$ cat src/rtl/pc_sequencer_pkg.sv
// Shared types and constants for the program-counter sequencer.
package pc_sequencer_pkg;

  // Winning next-PC source, listed from highest to lowest priority.
  typedef enum logic [2:0] {
    SRC_RESET,
    SRC_HOLD,
    SRC_RET,
    SRC_JR,
    SRC_JUMP,
    SRC_BRANCH,
    SRC_SEQ
  } pc_src_t;

  // Byte distance between consecutive instruction words.
  localparam int PC_STEP = 4;

endpackage

$ cat src/rtl/pc_sequencer_ras_stack.sv
// Circular return-address stack. Pushing onto a full stack overwrites the
// oldest entry. The count saturates at DEPTH. Popping an empty stack changes
// nothing. Entry storage has no reset; only the pointer and count do.
module ras_stack #(
  parameter int WIDTH = 32,
  parameter int DEPTH = 8
) (
  input  logic                     clk,
  input  logic                     reset,
  input  logic                     push,
  input  logic                     pop,
  input  logic [WIDTH-1:0]         push_data,
  output logic [WIDTH-1:0]         top,
  output logic [$clog2(DEPTH):0]   count,
  output logic                     full,
  output logic                     empty
);
  localparam int AW = $clog2(DEPTH);

  logic [WIDTH-1:0] mem_q [DEPTH];
  logic [AW-1:0]    ptr_q, ptr_d;
  logic [AW:0]      count_q, count_d;

  assign full  = (count_q == (AW+1)'(DEPTH));
  assign empty = (count_q == '0);
  assign count = count_q;
  // ptr_q addresses the next free slot, so the newest entry sits one below it.
  assign top   = mem_q[ptr_q - AW'(1)];

  // Next pointer/count: push wins over pop; an empty pop is a no-op.
  always_comb begin
    ptr_d   = ptr_q;
    count_d = count_q;
    if (reset) begin
      ptr_d   = '0;
      count_d = '0;
    end else if (push) begin
      ptr_d = ptr_q + AW'(1);
      if (!full) count_d = count_q + (AW+1)'(1);
    end else if (pop && !empty) begin
      ptr_d   = ptr_q - AW'(1);
      count_d = count_q - (AW+1)'(1);
    end
  end

  // Pointer and count registers.
  always_ff @(posedge clk) begin
    ptr_q   <= ptr_d;
    count_q <= count_d;
  end

  // Entry write at the current free slot.
  always_ff @(posedge clk) begin
    if (push && !reset) mem_q[ptr_q] <= push_data;
  end

endmodule

$ cat src/rtl/pc_sequencer.sv
// Program-counter sequencer: stall, PC-relative branch, absolute jump,
// register-indirect jump and call/return through a return-address stack.
// The return-address stack is built only when PC_SEQUENCER_RAS_EN is
// defined. Without it, ret and call are ignored and the RAS outputs read 0.
module pc_sequencer
  import pc_sequencer_pkg::*;
#(
  parameter int              WIDTH     = 32,
  parameter int              OP_W      = 6,
  parameter int              RAS_DEPTH = 8,
  parameter logic [WIDTH-1:0] RESET_VEC = '0
) (
  input  logic                        clk,
  input  logic                        reset,
  input  logic                        stall,
  input  logic                        branch,
  input  logic [15:0]                 branch_off,
  input  logic                        jump,
  input  logic [WIDTH-OP_W-1:0]       jump_imm,
  input  logic                        jr,
  input  logic [WIDTH-1:0]            jr_addr,
  input  logic                        call,
  input  logic                        ret,
  output logic [WIDTH-1:0]            pc,
  output logic [WIDTH-1:0]            pc_plus4,
  output logic [$clog2(RAS_DEPTH):0]  ras_count,
  output logic                        ras_overflow,
  output logic                        ras_underflow,
  output logic                        misalign
);
  localparam int CW = $clog2(RAS_DEPTH) + 1;

  pc_src_t                  src;
  logic [WIDTH-1:0]         pc_q, pc_d;
  logic signed [WIDTH-1:0]  br_off_ext;
  logic [WIDTH-1:0]         ras_top;
  logic [CW-1:0]            ras_cnt;
  logic                     ras_push, ras_full, ras_empty, ret_en;
  logic                     ovf_q, ovf_d, unf_q, unf_d, mis_q, mis_d;

  assign pc_plus4 = pc_q + WIDTH'(PC_STEP);

`ifdef PC_SEQUENCER_RAS_EN
  logic ras_pop;

  assign ret_en   = ret;
  // The link is pushed only when call qualifies a winning jr or jump.
  assign ras_push = call && ((src == SRC_JR) || (src == SRC_JUMP));
  assign ras_pop  = (src == SRC_RET) && !ras_empty;

  ras_stack #(
    .WIDTH (WIDTH),
    .DEPTH (RAS_DEPTH)
  ) u_ras (
    .clk       (clk),
    .reset     (reset),
    .push      (ras_push),
    .pop       (ras_pop),
    .push_data (pc_plus4),
    .top       (ras_top),
    .count     (ras_cnt),
    .full      (ras_full),
    .empty     (ras_empty)
  );
`else
  logic unused_ras_inputs;

  assign ret_en            = 1'b0;
  assign ras_push          = 1'b0;
  assign ras_top           = '0;
  assign ras_cnt           = '0;
  assign ras_full          = 1'b0;
  assign ras_empty         = 1'b1;
  assign unused_ras_inputs = call ^ ret;
`endif

  // Priority select of the next-PC source.
  always_comb begin
    src = SRC_SEQ;
    if (reset)       src = SRC_RESET;
    else if (stall)  src = SRC_HOLD;
    else if (ret_en) src = SRC_RET;
    else if (jr)     src = SRC_JR;
    else if (jump)   src = SRC_JUMP;
    else if (branch) src = SRC_BRANCH;
  end

  // Next-PC datapath and sticky-flag updates for the selected source.
  always_comb begin
    br_off_ext = WIDTH'($signed(branch_off));
    pc_d       = pc_plus4;
    unique case (src)
      SRC_RESET:  pc_d = RESET_VEC;
      SRC_HOLD:   pc_d = pc_q;
      SRC_RET:    pc_d = ras_empty ? pc_plus4 : ras_top;
      SRC_JR:     pc_d = {jr_addr[WIDTH-1:2], 2'b00};
      SRC_JUMP:   pc_d = {pc_q[WIDTH-1:WIDTH-OP_W+2], jump_imm, 2'b00};
      SRC_BRANCH: pc_d = pc_plus4 + $unsigned(br_off_ext <<< 2);
      default:    pc_d = pc_plus4;
    endcase

    ovf_d = ovf_q | (ras_push && ras_full);
    unf_d = unf_q | ((src == SRC_RET) && ras_empty);
    mis_d = mis_q | ((src == SRC_JR) && (jr_addr[1:0] != 2'b00));
    if (reset) begin
      ovf_d = 1'b0;
      unf_d = 1'b0;
      mis_d = 1'b0;
    end
  end

  // PC and sticky-flag registers.
  always_ff @(posedge clk) begin
    pc_q  <= pc_d;
    ovf_q <= ovf_d;
    unf_q <= unf_d;
    mis_q <= mis_d;
  end

  assign pc            = pc_q;
  assign ras_count     = ras_cnt;
  assign ras_overflow  = ovf_q;
  assign ras_underflow = unf_q;
  assign misalign      = mis_q;

endmodule

$ cat config.mk
export PLATFORM = sky130hd
export DESIGN_NAME = pc_sequencer
export DESIGN_NICKNAME = d
export VERILOG_FILES = /design/src/rtl/pc_sequencer_pkg.sv /design/src/rtl/pc_sequencer_ras_stack.sv /design/src/rtl/pc_sequencer.sv
export SDC_FILE = /design/constraint.sdc
export NUM_CORES = 1
export LEC_CHECK = 0
export CAP_MARGIN = 20
export CORE_AREA = 5 5 95 97
export DETAILED_ROUTE_END_ITERATION = 7
export DIE_AREA = 0 0 100 102
export PLACE_DENSITY = 0.86
export REMOVE_ABC_BUFFERS = 1
export SYNTH_ARGS = -nofsm -noshare
export SYNTH_HDL_FRONTEND = slang
export SYNTH_HIERARCHICAL = 1
export SYNTH_SLANG_ARGS = --single-unit
$ cat constraint.sdc
create_clock -name clk -period 5.9 [get_ports clk]
set_clock_uncertainty 0.05 [all_clocks]
set_input_delay 1.18 -clock clk [delete_from_list [all_inputs] [get_ports clk]]
set_output_delay 1.18 -clock clk [all_outputs]
set_load 0.005 [all_outputs]
==> impl_results.md <==
- PostCTS Resize Cnt: 0
- Max-slew violation count: 0
- Gr usage total: 23.3%
- Synth cell types: 64
- Syn. warnings: 6
- Pwr/cell area: 212 nW/um^2
- Sequential share of the synthesized area: 25.0%
- Max_slew headroom: between 30% and 40%
- Hold Path Origin: misalign$_SDFF_PP0_
- CP cell instances: and3_1 -> nand3_1 -> nor3_2 -> nand3_1 -> xnor2_1 -> ha_1 -> and3_4 -> and4_1 -> a221oi_2 -> o21ai_2 -> a21boi_4 -> nor3_1 -> a311o_1 -> a221o_1
- CTS Root Cell: clkbuf_8
- Final setup margin: 1510 ps
- First-pass GRT wire length: just under 20,000 um
- Synth async-reset ratio: 0%
- Reg2Reg Launch Point: pc[4]$_DFFE_PP_
- Post-synthesis cell area: 3770 um^2
- H-tree Lvls: 2
- Endpoints failing setup: 0
- Critical Path AT: 4390 ps
- DR iter-0 viols: 357
- Outcome: finished, final reports clean
- Final Cycle Share: 74.5%
- TritonCTS clock tree: built
- Final #Nets: 668
- Startpoint Class: flop
- Number of synthesized flops with an enable pin: 30
- Placer Congestion: 0.917
- Fin crit period: 4390 ps
- Synth Instances: ~430
- Antenna diodes: 0
- Die Width: 100 um
- Hold-fix buffer count after cts: 0
- Max stage delay on crit path: around 600 ps
- Most numerous cell on the critical path: nand3_1
- DR WL/cell: ~19 um
- Number of antenna violations at the first check in global routing: 0
- Ports: 153
- Slew @ Worst Pin: 985 ps
- Fmax: 0.228 GHz
- Setup bufs post-CTS: 0
- Setup TNS: 0 ps
- Via count: 3,950
- Layout cells sized above 1: 5.23%
- Clk slew on worst S/H paths: approximately 80 ps
- Syn Area/Cell: 8.86 um^2
- CTS Buffer Depth: 2
- Fin. Hold Viols: 0
- Vias in the first global route: between 3,000 and 4,000
- Synth Register Bits: 32
- Type of the worst setup path: flop to flop
- I/O Buffers: 141
- Max Fanout on Critical Path: 6
- Largest net degree at the start of global routing: 32
- Worst endpoint required time: 5890 ps
- Vias/cell: between 5 and 6
- Post-synth top area share: 23.9%
- Initial DRT Pass Iterations: 6
- Number of buffers created by CTS: 5
- Clk_lat worst skew: approximately 290 ps
- FP Rows: 33
- Routed Wire Length: 12,200 um
- Pre-CTS WS: 1320 ps
- Die area: 10,200 um^2
- Crit path launch: pc[4]$_DFFE_PP_
- Layout area overhead: 40.9%
- Vert. Die Dim: approximately 100 um
- Synth top area cells: edfxtp_1 (24%), ha_1 (10%), xnor2_1 (8.8%)
- CTS Sinks: 32
- Worst IR drop on VDD: 0.134 mV
- Post-layout power: 1.13 mW
- Slowest-stage cell, CP: nor3_2
- Synth area leader: edfxtp_1
- Total gr overflow: 0
- Hold Crit Class: flop to flop
- Post-DP HPWL: 9460 um
- Leak Pwr: between 2 and 2.5 nW
- Fill cells: 698
- Top-count cell post-synth: xnor2_1
- Initial Utilization: 46.8%
- Core area: 8050 um^2
- Max_cap viols: 0
- CP Buf/Inv Count: 0
- Ys flop type: edfxtp_1
- RSZ-0062 raised after global routing: no
- Commonest cells in the netlist: xnor2_1 (38), o21ai_0 (37), ha_1 (31), nand2_1 (31), edfxtp_1 (30)
- Routed Antenna Nets: 0
- CP Capture Type: flop
- Crit-path leading delay family: simple AND/OR/NAND/NOR gates
- DRC viols: 0
==> path summary, 6_finish.rpt <==
| check | end | slack (ps) | cells after the start |
|---|---|---|---|
| min reg2reg | misalign$_SDFF_PP0_ | 410 | 2 |
| max | pc[25]$_DFFE_PP_ | 1510 | 14 |
| max reg2reg | pc[25]$_DFFE_PP_ | 1510 | 14 |
| min | misalign$_SDFF_PP0_ | 410 | 2 |
==> registers in the layout, summed over array words and instances (netlist names) <==
name and cells:
misalign 1, ras_underflow 1, pc 30
==> metal layers <==
layer / up-vias / GRT usage, % / wire length (um)
met4: 0 / 5.18 / 121
met1: 1840 / 29.5 / 5030
met3: 10 / 4.51 / 952
met2: 193 / 41.3 / 6130
met5: - / 0 / 0
li1: 1907 / - / -
==> cell type report <==
| type | count | area (um^2) | share of cell area (%) |
|---|---|---|---|
| inverter | 10 | 37.5 | 0.707 |
| timing repair buffer | 145 | 1440 | 27.2 |
| sequential | 32 | 941 | 17.7 |
| tap | 105 | 131 | 2.47 |
| clock inverter | 3 | 42.5 | 0.801 |
| clock buffer | 5 | 68.8 | 1.30 |
| multi-input combinational | 360 | 2650 | 49.8 |
==> worst reg2reg max path: stages (launching register included) <==
cell and delay (ps):
edfxtp_1 480, and3_1 230, nand3_1 190, nor3_2 590
nand3_1 170, xnor2_1 310, ha_1 360, and3_4 220
and4_1 210, a221oi_2 260, o21ai_2 170, a21boi_4 230
nor3_1 70, a311o_1 330, a221o_1 290
==> cells by family (layout without fill, tap and decap cells) <==
kind of cell	count (synthesis)	after routing	synth area share [%]
other	1	9	0.0995
XOR/XNOR	52	52	12.3
AO/OA/AOI/OAI	146	146	28.4
adder cells (fa/ha/maj)	32	32	10.8
buffers and inverters	41	163	5.81
multiplexers	2	2	0.531
flip-flops	32	32	25.0
AND/OR/NAND/NOR	119	119	17.0
==> through the flow <==
stage / std cells / hold WS, ps / util, % / instance area (um^2)
floorplan: 402 / 386 / - / 3620
global placement: 652 / 385 / 64.6 / 5200
detailed placement: 652 / 398 / 64.6 / 5200
CTS: 660 / 409 / 65.9 / 5310
global route: 660 / 419 / 65.9 / 5310
finish: 660 / 409 / 65.9 / 5310
==> layout by cell type, fill, tap and decap left out, types with 9 or more instances in the layout <==
master / n
clkdlybuf4s50_1: 141
xnor2_1: 38
o21ai_0: 37
nand2_1: 31
ha_1: 31
edfxtp_1: 30
a222oi_1: 23
a21oi_1: 22
nand3_1: 20
nor2_1: 14
xor2_1: 13
a21o_1: 12
nand4_1: 11
inv_1: 10
nor3_1: 9
conb_1: 9
==> power by group <==
part           leakage (nW)  switching [mW]  total (mW)  internal, mW
sequential            0.342          0.0351       0.319         0.284
clock                0.0541          0.0918       0.217         0.125
combinational          1.63           0.283       0.592         0.309
Power figures use the tool's default switching activity.
